## config.mk

```make
export PLATFORM = sky130hd
export DESIGN_NAME = fsk_phase_ctrl
export DESIGN_NICKNAME = d
export VERILOG_FILES = /design/src/rtl/fsk_phase_ctrl.sv
export SDC_FILE = /design/constraint.sdc
export NUM_CORES = 1
export LEC_CHECK = 0
export CORE_MARGIN = 3
export CORE_UTILIZATION = 50
export CTS_CLUSTER_SIZE = 30
export DETAILED_ROUTE_END_ITERATION = 16
export PLACE_DENSITY_LB_ADDON = 0.08
export SYNTH_ARGS = -nofsm -noshare
export SYNTH_HDL_FRONTEND = slang
export SYNTH_SLANG_ARGS = --single-unit
```

## constraint.sdc

```tcl
create_clock -name clk -period 2.9 [get_ports clk]
set_input_delay 0.435 -clock clk [delete_from_list [all_inputs] [get_ports clk]]
set_output_delay 0.435 -clock clk [all_outputs]
set_load 0.02 [all_outputs]
```

## src/rtl/fsk_phase_ctrl.sv

```systemverilog
// Continuous-phase FSK modulator: serialises bytes LSB first into phase
// addresses for an external 3-clock sine LUT and re-times the returned samples.
module fsk_phase_ctrl #(
    parameter int SAMPLES_PER_BIT = 64,
    parameter int INC_SPACE       = 6,
    parameter int INC_MARK        = 12
) (
    input  logic        clk,
    input  logic        rst_n,
    input  logic        sample_tick,
    input  logic [7:0]  din,
    input  logic        din_valid,
    output logic        din_ready,
    output logic [8:0]  lut_addr,
    input  logic [11:0] lut_q,
    output logic [11:0] dout,
    output logic        dout_valid,
    output logic        busy
);

    localparam int SW = $clog2(SAMPLES_PER_BIT);
    localparam logic [SW-1:0] SAMP_LAST = SW'(SAMPLES_PER_BIT - 1);
    localparam logic [9:0] INC_M = 10'(INC_MARK);
    localparam logic [9:0] INC_S = 10'(INC_SPACE);

    typedef enum logic {
        IDLE,
        SEND
    } state_t;

    state_t state, state_nx;

    logic [8:0]    phase;
    logic [8:0]    phase_nx;
    logic [9:0]    phase_sum;
    logic [7:0]    shift;
    logic [2:0]    bit_cnt;
    logic [SW-1:0] samp_cnt;
    logic [3:0]    vpipe;
    logic          adv;
    logic          bit_end;
    logic          last_tick;
    logic          load;

    always_comb begin
        adv       = (state == SEND) && sample_tick;
        bit_end   = adv && (samp_cnt == SAMP_LAST);
        last_tick = bit_end && (bit_cnt == 3'd7);
        din_ready = (state == IDLE) || last_tick;
        load      = din_valid && din_ready;
        phase_sum = {1'b0, phase} + (shift[0] ? INC_M : INC_S);
        phase_nx  = phase_sum[8:0];
        if (phase_sum >= 10'd360) begin
            phase_nx = 9'(phase_sum - 10'd360);
        end
        state_nx = state;
        if (load) begin
            state_nx = SEND;
        end else if (last_tick) begin
            state_nx = IDLE;
        end
    end

    always_ff @(posedge clk or negedge rst_n) begin
        if (!rst_n) begin
            state      <= IDLE;
            phase      <= '0;
            lut_addr   <= '0;
            shift      <= '0;
            bit_cnt    <= '0;
            samp_cnt   <= '0;
            vpipe      <= '0;
            dout       <= '0;
            dout_valid <= 1'b0;
        end else begin
            state      <= state_nx;
            // vpipe[3] lines up with the sample the LUT returns for that tick
            vpipe      <= {vpipe[2:0], adv};
            dout_valid <= vpipe[3];
            if (vpipe[3]) begin
                dout <= lut_q;
            end
            if (adv) begin
                lut_addr <= phase;
                phase    <= phase_nx;
            end
            if (load) begin
                shift    <= din;
                bit_cnt  <= '0;
                samp_cnt <= '0;
            end else if (bit_end) begin
                shift    <= shift >> 1;
                bit_cnt  <= bit_cnt + 3'd1;
                samp_cnt <= '0;
            end else if (adv) begin
                samp_cnt <= samp_cnt + 1'b1;
            end
        end
    end

    assign busy = (state == SEND) || (|vpipe);

endmodule

```

After elaboration in Yosys (flattened, before gate mapping). Index checks and enable logic that the tools add are counted.

Bitwise operators: 1. Muxes and demuxes: 11. $lt $le $gt $ge: 1. Add/subtract/negate cells: 4. Reductions and logical operators: 10. Eq/ne operators: 2.

Operators with widths (count): $mux W6 (3); $mux W8 (2); $add A9 B4 Y10 (1); $ge A10 B9 Y1 const B (1); $mux W9 (1); $sub A9 B9 Y9 const B (1); $add A6 B1 Y6 const B (1); $eq A6 B6 Y1 const B (1); $mux W3 (2); $logic_and A1 B1 Y1 (4); $mux W4 (1); $reduce_bool A2 Y1 (2); $reduce_or A4 Y1 (1); $add A3 B1 Y3 const B (1); $eq A3 B3 Y1 const B (1); $reduce_bool A3 Y1 (1); $logic_or A1 B1 Y1 (2); $mux W1 (2); $not A1 Y1 (1).

Bits of input ports: 24. Register bits: 53. Word-level logic and storage cells: 38. Output and inout bits: 24.

Depth between registers and ports, before layout.
Depth after elaboration: 6. Gate-level depth with buffers: 11. Depth with buffers taken out: 11.

Least setup slack after synthesis. Ideal clock, no wire load.

Kind: register -> register. From: register phase[1]. To: register phase[4]. Path slack: 0.532 ns. Stages on the path, launching flop included: 11. Setup time: 0.124 ns. Required time: 2.776 ns. Data arrival time: 2.245 ns. Cells stage by stage: dfrtp_1 ha_1 inv_1 ha_1 or3b_1 a211o_1 o31a_1 a211oi_1 or2_1 a21oi_1 a211o_1.

Word-level cells in the longest chain between the ends: 3.

RTL lines: start, declared (RTL line 33) `logic [8:0] phase;`; start signal, assigned (RTL line 85) `phase <= phase_nx;`; $add A9 B4 Y10 (*) (RTL line 51) `phase_sum = {1'b0, phase} + (shift[0] ? INC_M : INC_S);`; $sub A9 B9 Y9 / $ge A10 B9 Y1 (equally long branches) (RTL line 54, 53); $mux W9 (*) (RTL line 53) `if (phase_sum >= 10'd360) begin`.

Mark *: on every way between the ends. The rest lies on a longest branch, timed or not. A chain may end at the register's enable or synchronous reset.

Final worst setup path. Ends and elaborated chain as after synthesis.

==> flow_metrics.tcl <==
set metrics [dict create \
    postCtsResizedCells 0 \
    cap_violations 0 \
    crit_required_ns 3.10 \
    core_area_mm2 0.00453 \
    die_y_um 75.8 \
    tritoncts "built" \
    netlist_instances 254 \
    top_layer "met4" \
    port_buffers 46 \
    dp_hpwl_mm 3.45 \
    grt_max_degree 28 \
    fin_crit_sh 0.885 \
    seq_area_frac_synth 0.524 \
    wl_met3_um 184 \
    crit_chain "ha_1 -> inv_1 -> ha_1 -> or3b_1 -> a211o_1 -> o31a_1 -> a211oi_1 -> or2_1 -> a21oi_1 -> a211o_1" \
    numCtsBuffers 5 \
    finalSetupTns_ns 0 \
    synth_area_leaders "dfrtp_1 (52%), nand2_1 (8.5%), mux2_2 (5.5%)" \
    max_freq_ghz 0.390 \
    grt_pass1_vias 1746 \
    wirelength_mm 4.77 \
    num_antenna_cells 0 \
    ctsHoldBuffers 0 \
    hold_violations 0 \
    placed_area_mm2 0.00295 \
    period_needed_ns 2.57 \
    dp_cells 355 \
    fin_area_mm2 0.00305 \
    cts_root_buffer "clkbuf_8" \
    cp-start-kind "flip-flop" \
    max_slew_margin 0.609 \
    outcome "complete, no violations" \
    vias_per_cell 5.27 \
    clock_skew_ns 0.00392 \
    crit_path_max_incr_delay_ns 0.41 \
    die_area_mm2 0.00575 \
    grt_usage 0.181 \
    crit_fanout 5 \
    dr.pass1.iters 4 \
    timing.hold.ws_ns 0.121 \
    clk_latency_ns 0.31 \
    critPathArrivalTime_ns 2.76 \
    via_count 1912 \
    hold_path_class "primary input to asynchronous set/reset pin" \
    rsz0062_at_grt "false" \
    irDropWorstVdd_v 0.000393 \
    p_per_area_mw_per_mm2 775 \
    drv_slew 0 \
    fin_nets 327 \
    h-tree-depth 2 \
    finalNonFillerCells 363 \
    area_delta_synth_final_pct 25.0 \
    cellLeakagePower_nw 1.36 \
    finalWeightedCongestion 0.833 \
    drt-initial-drc-count 130 \
    grt_pass1_wl_mm 8.00 \
    ys.warnings.count 0 \
    initial_core_util 0.537 \
    cts_buffer_depth 2 \
    drive_gt1_frac 0.0940 \
    setup_viol 0 \
    rows 24 \
    cpMaxStageDelayCell "dfrtp_1" \
    synth_cell_types 43 \
    synth_area_mm2 0.00244 \
    dr_wl_met2_mm 2.28 \
    yosys.area.top_type_share 0.524 \
    endpoint_kind "flip-flop" \
    die_w_um 75.8 \
    tightest_slew_ns 0.587 \
    syn_nets 284 \
    io_pins 48 \
    nFillCells 381 \
    preCtsSetupSlack_ns 0.376 \
    clock-sinks 51 \
    routedWlPerCell_um 13.1 \
    drcViolationCount 0 \
    timing.final.ws_setup_ns 0.334 \
    synth-seq-cells 51 \
    grt_overflow 0 \
    syn_avg_cell_area_um2 9.59 \
    antenna_found_initial 0 \
    postCtsSetupRepairBufs 0 \
    m1WireLength_mm 2.26 \
    crit_type "flip-flop to flip-flop" \
    ant_nets 0 \
    path_clk_slew_ns 0.09 \
    yosysTopAreaCell "dfrtp_1" \
]
## layout make-up
cell class	instances	area [um2]	area share
clock buffers	6	82.6	0.0271
clock inverters	2	16.3	0.00534
inverters	6	22.5	0.00740
multi-input cells	183	1080	0.355
flip-flops and latches	51	1280	0.419
well taps	65	81.3	0.0267
repair buffers	50	485	0.159
## sequential cells by signal (all words and copies together) (netlist names)
register / cells
bit_cnt: 3
dout_valid: 1
lut_addr: 8
state: 1
vpipe: 4
shift: 8
samp_cnt: 6
phase: 8
dout: 12
## worst max-delay path, delay by kind of cell, from the launching register on
kind | cells | cell delay (ns)
AND/OR/NAND/NOR | 2 | 0.53
AO/OA/AOI/OAI | 5 | 0.96
buffers and inverters | 1 | 0.09
flip-flops | 1 | 0.41
adder cells (fa/ha/maj) | 2 | 0.48
## per-layer routing
metal | global-route usage | up-vias
met2 | 0.295 | 37
met1 | 0.242 | 914
met5 | 0 | -
met3 | 0.0396 | 4
met4 | 0.0524 | 0
li1 | - | 957
## cells in the mapped netlist
library cell and n:
nand2_1 55, dfrtp_1 51, nor2_1 22, o21ai_0 13
clkbuf_1 12, mux2_2 12, a21oi_1 7, a31oi_1 7
ha_1 6, inv_1 6, nand3_1 6, xor2_1 6
nor3_1 5, nand4_1 4, xnor2_1 4, a211o_1 3
o31ai_1 3, a22o_1 2, and2_1 2, and3_1 2
nor2b_1 2, o21a_1 2, or2_2 2, a211oi_1 1
a2bb2oi_1 1, a31o_2 1, a32o_1 1, and4_1 1
buf_1 1, buf_4 1, conb_1 1, mux2i_1 1
nand2b_1 1, nand3b_1 1, o2111ai_1 1, o211a_1 1
o211ai_1 1, o21ai_1 1, o22ai_1 1, o31a_1 1
or2_1 1, or3_1 1, or3b_1 1
## power by group
group / switching, W / total [W] / internal [W] / leakage [nW]
registers: 0.000139 / 0.00100 / 0.000860 / 0.607
clock network: 0.000236 / 0.000431 / 0.000195 / 0.0474
logic: 0.000499 / 0.000931 / 0.000431 / 0.703
total: 0.000874 / 0.00236 / 0.00149 / 1.36
## layout by cell type (no fill, tap or decap), types with 2 or more instances in the layout
cell | synthesis | routed
nor2_1 | 22 | 22
nand3_1 | 6 | 6
a21oi_1 | 7 | 7
or2_2 | 2 | 2
o31ai_1 | 3 | 3
nor2b_1 | 2 | 2
dfrtp_1 | 51 | 51
buf_4 | 1 | 4
ha_1 | 6 | 6
and3_1 | 2 | 2
a211o_1 | 3 | 3
nand2_1 | 55 | 55
and2_1 | 2 | 2
clkbuf_8 | 0 | 6
nand4_1 | 4 | 4
clkdlybuf4s50_1 | 0 | 45
a22o_1 | 2 | 2
xor2_1 | 6 | 6
o21ai_0 | 13 | 13
o21a_1 | 2 | 2
a31oi_1 | 7 | 7
nor3_1 | 5 | 5
xnor2_1 | 4 | 4
mux2_2 | 12 | 12
inv_1 | 6 | 6
## final timing paths
kind	from	end	slack, ns	cells after the start
worst min register to register	vpipe[0]$_DFF_PN0_	vpipe[1]$_DFF_PN0_	0.38	0
min in group clk	vpipe[0]$_DFF_PN0_	vpipe[1]$_DFF_PN0_	0.38	0
max in group asynchronous	rst_n	phase[2]$_DFFE_PN0P_	2.04	2
worst min-delay path	rst_n	lut_addr[3]$_DFFE_PN0P_	0.12	1
worst max-delay path	phase[1]$_DFFE_PN0P_	phase[4]$_DFFE_PN0P_	0.33	10
worst max register to register	phase[1]$_DFFE_PN0P_	phase[4]$_DFFE_PN0P_	0.33	10
## per-stage QoR
stage	power (W)	utilization
floorplan	0.00165	-
global placement	0.00192	0.650
detailed placement	0.00194	0.650
CTS	0.00238	0.672
global route	0.00254	0.672
finish	0.00236	0.672
## logic make-up after synthesis
| logic type | synth area share |
|---|---|
| AOI/OAI and AO/OA | 0.126 |
| xor gates and xnor gates | 0.0360 |
| adders and majority gates | 0.0308 |
| buffers and inverters | 0.0324 |
| DFF | 0.524 |
| muxes | 0.0596 |
| other | 0.00154 |
| and+or+nand+nor | 0.190 |
Note: power is estimated with default switching activity, not from simulation.
